`config.mk`:
```
export PLATFORM = sky130hd
export DESIGN_NAME = button_event_gen
export DESIGN_NICKNAME = d
export VERILOG_FILES = /design/src/rtl/button_pkg.sv /design/src/rtl/button_event_gen_debounce_channel.sv /design/src/rtl/button_event_gen.sv
export SDC_FILE = /design/constraint.sdc
export NUM_CORES = 1
export LEC_CHECK = 0
export BUFFER_PORTS_ARGS = -buffer_cell sky130_fd_sc_hd__buf_2
export CORE_MARGIN = 8
export CORE_UTILIZATION = 54
export CTS_CLUSTER_DIAMETER = 150
export CTS_CLUSTER_SIZE = 25
export DETAILED_ROUTE_END_ITERATION = 16
export PLACE_DENSITY = 0.8
export SYNTH_ARGS = -nofsm -noshare
export SYNTH_HDL_FRONTEND = slang
export SYNTH_HIERARCHICAL = 1
export SYNTH_SLANG_ARGS = --single-unit
export TNS_END_PERCENT = 5
```
`constraint.sdc`:
```
create_clock -name clk_i -period 1.72 [get_ports clk_i]
set_input_delay 0.344 -clock clk_i [delete_from_list [all_inputs] [get_ports clk_i]]
set_output_delay 0.344 -clock clk_i [all_outputs]
set_load 0.01 [all_outputs]
```
`src/rtl/button_pkg.sv`:
```
// Shared definitions for the button front end: button index map and debounce counter sizing.
package button_pkg;

  localparam int unsigned NUM_BTNS = 7;
  localparam int unsigned DEBOUNCE_DEFAULT = 4;

  typedef enum logic [2:0] {
    BTN_UP    = 3'd0,
    BTN_DOWN  = 3'd1,
    BTN_LEFT  = 3'd2,
    BTN_RIGHT = 3'd3,
    BTN_B     = 3'd4,
    BTN_A     = 3'd5,
    BTN_START = 3'd6
  } btn_idx_e;

  function automatic int unsigned cnt_width(input int unsigned cycles);
    return $clog2(cycles + 1);
  endfunction

  localparam int unsigned CNT_W_DEFAULT = cnt_width(DEBOUNCE_DEFAULT);

endpackage

```
`src/rtl/button_event_gen_debounce_channel.sv`:
```
// One button: two-flop synchronizer, stability counter and accepted level.
// rise_o/fall_o are combinational and true on the edge where held flips.
module debounce_channel
  import button_pkg::*;
#(
  parameter int unsigned DEBOUNCE_CYCLES = DEBOUNCE_DEFAULT
) (
  input  logic clk_i,
  input  logic reset_ni,
  input  logic btn_i,
  output logic held_o,
  output logic rise_o,
  output logic fall_o
);

  localparam int unsigned CW = cnt_width(DEBOUNCE_CYCLES);
  localparam logic [CW-1:0] CNT_LAST = CW'(DEBOUNCE_CYCLES - 1);

  logic          sync1_q, sync2_q;
  logic          held_q, held_d;
  logic [CW-1:0] cnt_q, cnt_d;
  logic          accept_s;

  always_comb begin
    cnt_d    = cnt_q;
    held_d   = held_q;
    accept_s = 1'b0;
    if (sync2_q == held_q) begin
      cnt_d = '0;
    end else if (cnt_q == CNT_LAST) begin
      held_d   = ~held_q;
      cnt_d    = '0;
      accept_s = 1'b1;
    end else begin
      cnt_d = cnt_q + CW'(1);
    end
  end

  always_ff @(posedge clk_i) begin
    if (!reset_ni) begin
      sync1_q <= 1'b0;
      sync2_q <= 1'b0;
      held_q  <= 1'b0;
      cnt_q   <= '0;
    end else begin
      sync1_q <= btn_i;
      sync2_q <= sync1_q;
      held_q  <= held_d;
      cnt_q   <= cnt_d;
    end
  end

  assign held_o = held_q;
  assign rise_o = accept_s & ~held_q;
  assign fall_o = accept_s & held_q;

endmodule

```
`src/rtl/button_event_gen.sv`:
```
// Debounced press/release event generator for the seven controller buttons.
// Optional BUTTON_EVENT_SERIALIZE_EN issues at most one event per cycle, lowest index first.
module button_event_gen
  import button_pkg::*;
#(
  parameter int unsigned DEBOUNCE_CYCLES = DEBOUNCE_DEFAULT
) (
  input  logic                clk_i,
  input  logic                reset_ni,
  input  logic [NUM_BTNS-1:0] btn_i,
  output logic [NUM_BTNS-1:0] press_o,
  output logic [NUM_BTNS-1:0] release_o,
  output logic [NUM_BTNS-1:0] held_o
);

  logic [NUM_BTNS-1:0] rise_s, fall_s;
  logic [NUM_BTNS-1:0] press_q, press_d;
  logic [NUM_BTNS-1:0] release_q, release_d;

  for (genvar i = 0; i < NUM_BTNS; i++) begin : g_chan
    debounce_channel #(
      .DEBOUNCE_CYCLES(DEBOUNCE_CYCLES)
    ) u_chan (
      .clk_i   (clk_i),
      .reset_ni(reset_ni),
      .btn_i   (btn_i[i]),
      .held_o  (held_o[i]),
      .rise_o  (rise_s[i]),
      .fall_o  (fall_s[i])
    );
  end

`ifdef BUTTON_EVENT_SERIALIZE_EN
  // pend_type: 1 = press, 0 = release
  logic [NUM_BTNS-1:0] pend_valid_q, pend_valid_d;
  logic [NUM_BTNS-1:0] pend_type_q, pend_type_d;
  logic                issued_s;

  always_comb begin
    pend_valid_d = pend_valid_q;
    pend_type_d  = pend_type_q;
    press_d      = '0;
    release_d    = '0;
    issued_s     = 1'b0;
    for (int i = 0; i < NUM_BTNS; i++) begin
      if (pend_valid_q[i] && !issued_s) begin
        issued_s        = 1'b1;
        pend_valid_d[i] = 1'b0;
        press_d[i]      = pend_type_q[i];
        release_d[i]    = ~pend_type_q[i];
      end else begin
        issued_s = issued_s;
      end
    end
    // A new event against a still-pending opposite event annihilates both.
    for (int i = 0; i < NUM_BTNS; i++) begin
      if (rise_s[i] || fall_s[i]) begin
        if (pend_valid_d[i] && (pend_type_d[i] != rise_s[i])) begin
          pend_valid_d[i] = 1'b0;
        end else begin
          pend_valid_d[i] = 1'b1;
          pend_type_d[i]  = rise_s[i];
        end
      end else begin
        pend_valid_d[i] = pend_valid_d[i];
      end
    end
  end

  always_ff @(posedge clk_i) begin
    if (!reset_ni) begin
      pend_valid_q <= '0;
      pend_type_q  <= '0;
    end else begin
      pend_valid_q <= pend_valid_d;
      pend_type_q  <= pend_type_d;
    end
  end
`else
  always_comb begin
    press_d   = rise_s;
    release_d = fall_s;
  end
`endif

  always_ff @(posedge clk_i) begin
    if (!reset_ni) begin
      press_q   <= '0;
      release_q <= '0;
    end else begin
      press_q   <= press_d;
      release_q <= release_d;
    end
  end

  assign press_o   = press_q;
  assign release_o = release_q;

endmodule

```
# After elaboration in Yosys (flattened, before gate mapping)
# Cells that the tools add are included.
dict set report word_totals {
  word_cells 108
  register_bits 56
  ram_bits 0
  n_memories 0
  rom_bits 0
  latchBits 0
}
dict set report classes {
  addsub 7
  n_shift 0
  mul 0
  order_cmp 0
  n_reduce_logical 14
  mux 14
  n_eq_ne 14
  div_mod_pow 0
  n_bitwise 29
}
# op count
set op_table {}
lappend op_table {{$add A3 B1 Y3 const B} 7}
lappend op_table {{$eq A3 B2 Y1 const B} 7}
lappend op_table {{$reduce_or A3 Y1} 7}
lappend op_table {{$not A1 Y1} 15}
lappend op_table {{$and A1 B1 Y1} 14}
lappend op_table {{$mux W1} 14}
lappend op_table {{$reduce_and A2 Y1} 7}
lappend op_table {{$eq A1 B1 Y1} 7}

# Depth between registers and ports, before layout
# Gate-level depths: netlist of the first run.
dict set report logic_depth {
  depth_word 4
  depth_mapped 5
  depth_no_buf 5
}

# Hierarchy
# Netlist of the first run, hierarchy kept.
# module seq_area_each_um2 cells_per_inst n_inst area_each_um2
set modules_own_cells {}
lappend modules_own_cells {debounce_channel 120.1 20 7 231.5}
lappend modules_own_cells {button_event_gen 280.3 29 1 391.6}

# Worst setup path after synthesis of the first run
# No wires, ideal clock.
dict set report synth_timing {
  kind {register to register}
  start {reg g_chan[0].u_chan.cnt_q[0]}
  end {reg release_q[0] (netlist: release_o[0])}
  setup_ps 116
  arrival_ps 1021
  path_stages_with_launch 5
  path_slack_ps 583
  path_cell_list {dfxtp_1 > ha_1 > ha_1 > and3b_1 > and2_2}
}
dict set report synth_via {
  elab_chain_len 4
}
# item line
set synth_lines {}
lappend synth_lines {{from (decl)} button_event_gen_debounce_channel.sv:21} ;# logic [CW-1:0] cnt_q, cnt_d;
lappend synth_lines {{from (signal assigned)} button_event_gen_debounce_channel.sv:49} ;# cnt_q <= cnt_d;
lappend synth_lines {{$eq A3 B2 Y1} button_event_gen_debounce_channel.sv:30} ;# end else if (cnt_q == CNT_LAST) begin
lappend synth_lines {{$mux W1} button_event_gen_debounce_channel.sv:30}
lappend synth_lines {{$mux W1} button_event_gen_debounce_channel.sv:28} ;# if (sync2_q == held_q) begin
lappend synth_lines {{$and A1 B1 Y1} button_event_gen_debounce_channel.sv:55} ;# assign fall_o = accept_s & held_q;
lappend synth_lines {{named net fall_s[0]} button_event_gen.sv:16} ;# logic [NUM_BTNS-1:0] rise_s, fall_s;
lappend synth_lines {{to (signal assigned)} button_event_gen.sv:92} ;# release_q <= release_d;
lappend synth_lines {{to (decl)} button_event_gen.sv:18} ;# logic [NUM_BTNS-1:0] release_q, release_d;
# The timed path passes the listed nets, and every way through them passes these cells.
# A chain may end at the register's enable or synchronous reset.

# Final worst setup path of the first run
dict set report layout_timing {
  start {reg g_chan[5].u_chan.held_q}
  end {out held_o[5]}
}
# item line
set layout_lines {}
lappend layout_lines {{from (decl)} button_event_gen_debounce_channel.sv:20} ;# logic held_q, held_d;
lappend layout_lines {{from (signal assigned)} button_event_gen_debounce_channel.sv:48} ;# held_q <= held_d;
lappend layout_lines {{to (decl)} button_event_gen.sv:13} ;# output logic [NUM_BTNS-1:0] held_o
# No word-level cell between the ends.

==> results of run 1 <==
==> cell families after synthesis <==
group | share of synthesized area [%]
buffers and inverters | 1.866
AO/OA/AOI/OAI | 2.612
AND/OR/NAND/NOR | 28.05
XOR/XNOR | 3.047
adder cells (fa/ha/maj) | 8.707
flip-flops | 55.72
==> routing by layer <==
metal  vias up  track usage, %  wire (um)
met2        24           19.63       1598
li1        645               -          -
met1       575           10.56       1262
met4         0           4.528         49
met5         -               0          0
met3         4           5.361        190
==> flip-flops by register name, summed over array words and instances, names as in the netlist <==
name,count
g_chan.u_chan/sync1_q,7
press_o,7
g_chan.u_chan/sync2_q,7
release_o,7
g_chan.u_chan/cnt_q,21
g_chan.u_chan/held_o,7
==> area by class of cell <==
cell class | instances | area [um^2] | area share (%)
flip-flops and latches | 56 | 1121 | 48.67
multi-input cells | 105 | 853.3 | 37.05
repair buffers | 30 | 152.6 | 6.627
clock buffers | 8 | 90.09 | 3.911
well taps | 48 | 60.06 | 2.607
inverters | 7 | 26.28 | 1.141
==> cell usage in the layout (no fill, tap or decap), types with 10 or more instances in the layout <==
master	netlist	layout
sky130_fd_sc_hd__nor4b_1	14	14
sky130_fd_sc_hd__dfxtp_1	56	56
sky130_fd_sc_hd__buf_2	0	29
sky130_fd_sc_hd__ha_1	14	14
sky130_fd_sc_hd__and2_1	18	18
sky130_fd_sc_hd__and2_2	10	10
==> synthesized netlist by cell type <==
library cell	count	share of area, %
sky130_fd_sc_hd__dfxtp_1	56	56
sky130_fd_sc_hd__inv_1	7	1.3
sky130_fd_sc_hd__ha_1	14	8.7
sky130_fd_sc_hd__and2_1	18	5.6
sky130_fd_sc_hd__nand2_1	7	1.3
sky130_fd_sc_hd__nor4b_1	14	6.1
sky130_fd_sc_hd__a21boi_0	7	2.6
sky130_fd_sc_hd__and4bb_2	7	4.4
sky130_fd_sc_hd__nor2_1	7	1.3
sky130_fd_sc_hd__and2_2	10	3.7
sky130_fd_sc_hd__or2b_1	7	2.6
sky130_fd_sc_hd__buf_6	1	0.56
sky130_fd_sc_hd__and3b_1	7	3.0
sky130_fd_sc_hd__xnor2_1	7	3.0
==> worst min path at each step <==
stage | from | endpoint | slack, ns | cells past startpoint
2_1_floorplan | g_chan[0].u_chan/cnt_q[0] | g_chan[0].u_chan/cnt_q[0] | 0.41 | 1
3_3_place_gp | g_chan[5].u_chan/cnt_q[0] | g_chan[5].u_chan/cnt_q[0] | 0.41 | 1
3_5_place_dp | g_chan[1].u_chan/sync1_q | g_chan[1].u_chan/sync2_q | 0.42 | 1
4_1_cts | btn_i[5] | g_chan[5].u_chan/sync1_q | 0.24 | 2
5_1_grt | btn_i[2] | g_chan[2].u_chan/sync1_q | 0.24 | 2
6_report | btn_i[5] | g_chan[5].u_chan/sync1_q | 0.25 | 2
==> where the power goes <==
group	switching, mW	internal [mW]
Sequential	0.00963	1.32
Combinational	0.0254	0.0311
Clock	0.366	0.329
==> per-stage QoR <==
stage / hold WS, ns / std cells / instance area, um^2 / util [%]
5_1_grt: 0.2369 / 254 / 2303 / 63.40
3_3_place_gp: 0.4120 / 246 / 2213 / 60.92
2_1_floorplan: 0.4069 / 169 / 2012 / -
4_1_cts: 0.2387 / 254 / 2303 / 63.40
6_report: 0.2500 / 254 / 2303 / 63.40
3_5_place_dp: 0.4199 / 246 / 2213 / 60.92
==> summary by stage, run 1 <==
Synth
The average size of a mapped cell is 11.90 um^2. The number of nets in the synthesized netlist is ~190. The number of register bits inferred by synthesis is between 50 and 60. Synthesis produced 169 cells.

The cell area that synthesis handed to floorplanning was between 2000 and 2500 um^2. The count of yosys warnings during synthesis is 6. The count of cell types in the netlist is 14. The fraction of the yosys area taken by sequential cells is 55.72%.

Timing
Timing would allow up to between 0.8 and 0.9 GHz. Of the available clock period, the critical path in the final layout requires slightly above 70%. Summed over all failing endpoints, the final setup total negative slack is 0 ns. The count of pins over their slew limit is 0. The slew at the pin with the worst max-slew slack is between 0.3 and 0.4 ns. The worst path in the final design needs a cycle of about 1.2 ns, including I/O delays and setup. Setup violations remaining at the end of the flow were counted as 0.

In this run the tightest slew margin relative to its limit is about three quarters. Setup repair after global routing left no endpoint under its margin. The final-report hold violation count came to 0. Clock skew on the completed layout was measured at ~0.0015 ns. The worst path meets setup with between 0.4 and 0.5 ns of slack.

CTS
TritonCTS created 5 clock buffers. Clock-pin slew was measured on the worst setup and hold paths at roughly 0.08 ns. The maximum clock path buffer count is 2. In this run, post-CTS repair resized a total of 0 instances. TritonCTS built the clock tree. The quantity of hold-fixing buffers added after cts is 0. The H-tree generated during clock tree synthesis spans 2 levels. The clock reaches the later pin of the worst-skew pair after about 0.29 ns. The clock root buffer master is sky130_fd_sc_hd__clkbuf_8. CTS saw 56 sinks. The post-CTS setup buffer count is 0.

Power
The static leakage power is just over 1 nW. After layout, the design draws a total of 2.077 mW. The worst IR drop on VDD is ~570 uV. The power density over cell area is around 900 nW/um^2.

Die
In this run the horizontal extent of the chip is between 70 and 80 um. The floorplan die height is between 70 and 80 um. The region available for standard cell placement spans roughly 3600 um^2. For this design the top-level I/O count stands at 30. The overall die area is 5935 um^2.

The initial utilization of the core area, before any placement, comes to a little under three fifths. In this run the core area contains 22 standard-cell rows.

Global route
The global-route wire length before repair is 5333 um. The via count of the first global-routing pass is 1263. The total global-route track usage is between 10 and 15%.

The number of antenna violations at the first check in global routing was 0. The largest net degree at the start of global routing is 57. The residual overflow from global routing is 0.

Setup path
The number of logic stages on the critical path including buffering is 1. The start of the worst register-to-register path is g_chan[2].u_chan/cnt_q[0]. STA classifies the critical path startpoint as a flip-flop. The signal on the critical path passes through buf_2. STA classifies the critical path endpoint as a primary output. The startpoint of the worst setup timing path is g_chan[5].u_chan/held_o. The largest incremental delay on the critical path is approximately 0.42 ns.

The critical path ends at held_o[5]. The critical path's slowest cell is sky130_fd_sc_hd__dfxtp_1. The cell count of the worst reg-to-reg path is 3.

Data arrives at the worst endpoint at approximately 0.88 ns. The worst register-to-register path has a setup slack of slightly below 0.5 ns. For the worst setup path, the data required time is roughly 1.4 ns. The cell type group with the largest total delay on the critical path is flip-flops.

The critical path is of the flip-flop to primary output type. The count of buffer and inverter cells on the critical path is 1. The endpoint identified for the worst register-to-register timing path is g_chan[2].u_chan/cnt_q[2]. Of all nets on the critical path, the largest fanout is 5.

Finish
The post-synthesis to final-layout area growth is 14.49%. The fraction of layout cells with a size suffix above 1 is 25.73%. The number of fill cells in the layout is around 340. The final-stage net count is around 230. The number of antenna repair diodes is 0.

Detailed routing
The detailed-route wire length is approximately 3100 um. The detailed-routing iteration count for the pre-antenna-repair pass is 4. In this run, the number of DRC markers left after iteration 0 of detailed routing was between 60 and 70. The count of nets left with antenna violations once routing finished came out at 0. The mean number of vias per cell is slightly below 5. Dividing the detail-routed wire length by the instance count gives about 12 um. The residual DRC count is 0.

The routed layout has roughly 1.2k vias.

Min path
The class of the tightest hold or removal check is primary input to flip-flop.

Outcome
The run finished with clean final reports.

Placed design
The sum of net half-perimeters after detailed placement is 2279 um. The count of buffers added on input and output ports is 29. The congestion estimate from routability-driven global placement came to around 0.65. Prior to clock tree synthesis, the placed netlist has a worst setup slack of 0.4693 ns.

Flow run
The number of max-cap violations is 0.
No activity file was read; power rests on OpenSTA's default activity.
==> inputs of run 2 (changes only) <==
--- a/config.mk
+++ b/config.mk
@@ -7,11 +7,11 @@
 export LEC_CHECK = 0
 export BUFFER_PORTS_ARGS = -buffer_cell sky130_fd_sc_hd__buf_2
 export CORE_MARGIN = 8
-export CORE_UTILIZATION = 54
+export CORE_UTILIZATION = 49
 export CTS_CLUSTER_DIAMETER = 150
 export CTS_CLUSTER_SIZE = 25
 export DETAILED_ROUTE_END_ITERATION = 16
-export PLACE_DENSITY = 0.8
+export PLACE_DENSITY = 0.77
 export SYNTH_ARGS = -nofsm -noshare
 export SYNTH_HDL_FRONTEND = slang
 export SYNTH_HIERARCHICAL = 1
==> constraint.sdc (replaced) <==
create_clock -name clk_i -period 1.1 [get_ports clk_i]
set_input_delay 0.22 -clock clk_i [delete_from_list [all_inputs] [get_ports clk_i]]
set_output_delay 0.22 -clock clk_i [all_outputs]
set_load 0.01 [all_outputs]
==> run 2 against run 1 <==
The flow now finishes with violations (negative setup slack). Design area is 11% higher. Routed wire length is 1.2% higher. Power is 60% higher. Hold slack worse by 0.13 ns. Clock skew is 0.0035 ns higher. Critical path type is now flip-flop to flip-flop. Critical endpoint is now release_o[4]. Largest power group unchanged.
==> summary by stage, run 2 (synthesis gave the netlist of run 1 again) <==
Outcome
The run finished, with violations left. The final reports fail on negative setup slack.

Placed design
The instance count after placement with tap cells included is 248 (+0.81%). The count of input and output buffers is 29 (unchanged). The worst setup slack before clock tree synthesis was -0.1081 ns (-0.5774 ns). The sum of net half-perimeters after detailed placement was 1983 um (-13%). The global placement routability congestion is 0.7246 (+12%).

Finish
The count of placed standard cells in the final layout, fillers left out is 256 (+0.79%). The number of flip-flops in the largest register is 21 (unchanged). The number of fill cells in the layout is 323 (-3.9%).

The total area of multi-input combinational cells is 1062 um^2 (+24%). The largest register by flop count is g_chan.u_chan/cnt_q. The library cell used most frequently in the layout, excluding fill and tap cells, is sky130_fd_sc_hd__dfxtp_1. The number of antenna repair diodes is 0 (unchanged). The final-stage net count is 229 (+0.44%).

The total area of sequential cells is 1142 um^2 (+1.9%). Compared with the post-synthesis result, the final layout area differs by 27.36%. Leaving out fill and tap cells, the most frequent cells in the layout are sky130_fd_sc_hd__dfxtp_1, sky130_fd_sc_hd__buf_2, sky130_fd_sc_hd__and2_1, sky130_fd_sc_hd__dfxtp_2, sky130_fd_sc_hd__ha_4.

The fraction of layout cells with a size suffix above 1 is 46.60% (+21 points).

Detailed routing
The average wire per standard cell is 12.25 um (+0.37%). The initial detailed-routing violation count is 64 (-1.5%). The via total after detailed routing is 1228 (-1.6%). The mean number of vias per cell was 4.797 (-2.4%). The detailed-route wire length came to 3136 um (+1.2%). The residual DRC count is 0 (unchanged).

The post-route antenna net violation count is 0 (unchanged). The detailed-routing iteration count for the pre-antenna-repair pass came to 4 (unchanged).

Setup path
The cell count of the worst reg-to-reg path is 4 (+1). The setup path with the least slack is of type flip-flop to flip-flop. The worst setup path is captured at a flip-flop.

The endpoint identified for the worst register-to-register timing path is release_o[4]. The arrival time at the worst endpoint is 1.31 ns (+0.43 ns). The reg2reg setup slack is -0.02 ns (-0.51 ns). The start of the worst register-to-register path is g_chan[4].u_chan/cnt_q[0]. The data required time at the worst endpoint is 1.29 ns (-0.09 ns).

The startpoint class of the critical path is a flip-flop. The maximum fanout along the worst path is 6 (+1).

Timing
The count of endpoints failing setup in the final report is 4 (+4). The worst-case headroom to the max-slew limit is 76.75% (+2.7 points). The count of pins over their slew limit was 0 (unchanged). The minimum clock period is 1.116 ns. The worst path setup slack after routing is -0.01580 ns (-0.5087 ns). The final-report hold violation count is 0 (unchanged). The ratio of final minimum period to clock period is 101.4%. The worst hold slack after final layout is 0.1248 ns (-0.1252 ns). Setup repair after global routing could not meet its margin everywhere. The maximum operating frequency is roughly 0.9 GHz. The slew at the pin with the worst max-slew slack is 0.3462 ns (-0.04365 ns). The final clock skew was 0.005015 ns (+0.003467 ns).

CTS
The number of sinks handled by clock tree synthesis is 56 (unchanged). The clock-pin transition on the worst setup and hold timing paths is 0.09 ns (about the same). TritonCTS built the clock tree. The tree is rooted in a sky130_fd_sc_hd__clkbuf_8.

The number of buffers created by CTS came to 5 (unchanged). The number of H-tree branching levels was 2 (unchanged). The maximum clock path buffer count is 2 (unchanged).

The quantity of hold-fixing buffers added after cts is 0 (unchanged). The clock insertion delay at the later pin of the skew report is 0.30 ns (about the same).

Die
The area of the core was 3971 um^2 (+9.3%). The initial core utilization is 50.66% (-4.7 points). The count of boundary I/O pins is 30 (unchanged). The die span in x is 80.08 um (+3.9%). The floorplan die height is 80.08 um (+3.9%). The overall die area is 6412 um^2 (+8.0%). The number of core rows is 23 (+4.5%).

Global route
The global-route wire length before repair came to 5444 um (+2.1%). The via count of the first global-routing pass is 1280 (+1.3%). The number of antenna violations at the first check in global routing is 0 (unchanged). The residual overflow from global routing is 0 (unchanged). The total global-route track usage is 10.48% (-0.53 points).

The largest net degree at the start of global routing is 57 (unchanged).

Power
The worst IR drop on VDD is 867.8 uV (+51%). The static leakage power was 1.041 nW (+2.5%). The power consumption is 3.321 mW (+60%). The power density over cell area is 1296 nW/um^2 (+44%).

Flow run
The number of max-cap violations is 0 (unchanged).

Min path
The tightest min-delay check is of the primary input to flip-flop type. The number of cells on the worst hold path is 2 (unchanged). The worst hold path begins at btn_i[1]. The endpoint with the worst hold slack is g_chan[1].u_chan/sync1_q.
## run 2: changes by cell type in the layout (fill, tap and decap cells not counted), sizes merged
cell    change
buf         +1
clkbuf      -1
## run 2: critical path, stage by stage, from the launching register on
cell	delay, ns
sky130_fd_sc_hd__dfxtp_2	0.33
sky130_fd_sc_hd__ha_2	0.19
sky130_fd_sc_hd__ha_4	0.17
sky130_fd_sc_hd__and3b_1	0.15
sky130_fd_sc_hd__and2_2	0.18
## run 2: repair_timing
action	CTS	global route
pin swaps	7	7
setup buffers	1	0
setup endpoints to repair	32	35
resized for setup	35	21
## run 2: layout make-up
| cell class | count | area share, % |
|---|---|---|
| Timing Repair Buffer | 31 | 6.738 |
| Sequential cell | 56 | 44.58 |
| Tap cell | 50 | 2.441 |
| Multi-Input combinational cell | 105 | 41.46 |
| Clock buffer | 7 | 3.760 |
| Inverter | 7 | 1.025 |
## run 2: layer usage
metal	share of wire, %	global-route usage (%)	routed length (um)	vias to the layer above
met2	50	18.11	1564	19
li1	-	-	-	644
met3	4.9	3.013	153	5
met4	1.6	5.455	51	0
met5	0	0	0	-
met1	44	11.34	1367	560
## run 2: worst max-delay path by stage
| stage | from | endpoint | slack, ns | depth (start not counted) |
|---|---|---|---|---|
| 2_1_floorplan | g_chan[1].u_chan/cnt_q[0] | release_o[1] | -0.001 | 4 |
| 3_3_place_gp | g_chan[6].u_chan/cnt_q[0] | release_o[6] | -0.04 | 4 |
| 3_5_place_dp | g_chan[5].u_chan/cnt_q[0] | g_chan[5].u_chan/cnt_q[0] | -0.11 | 3 |
| 4_1_cts | g_chan[4].u_chan/cnt_q[0] | release_o[4] | -0.02 | 4 |
| 5_1_grt | g_chan[4].u_chan/cnt_q[0] | g_chan[4].u_chan/cnt_q[0] | -0.06 | 3 |
| 6_report | g_chan[4].u_chan/cnt_q[0] | release_o[4] | -0.02 | 4 |
## run 2: stage by stage
stage	TNS, ns	util, %	cell area [um^2]
2_1_floorplan	-0.006168	-	2032
3_3_place_gp	-0.3749	56.62	2248
3_5_place_dp	-1.015	56.62	2248
4_1_cts	-0.05094	63.14	2507
5_1_grt	-0.6016	64.52	2562
6_report	-0.03302	64.52	2562
## run 2: report_power, final
| group | total [mW] | leakage [nW] | internal (mW) | switching (mW) |
|---|---|---|---|---|
| Combinational | 0.100 | 0.528 | 0.0580 | 0.0423 |
| Sequential | 2.08 | 0.463 | 2.06 | 0.0185 |
| Clock | 1.14 | 0.0503 | 0.561 | 0.583 |
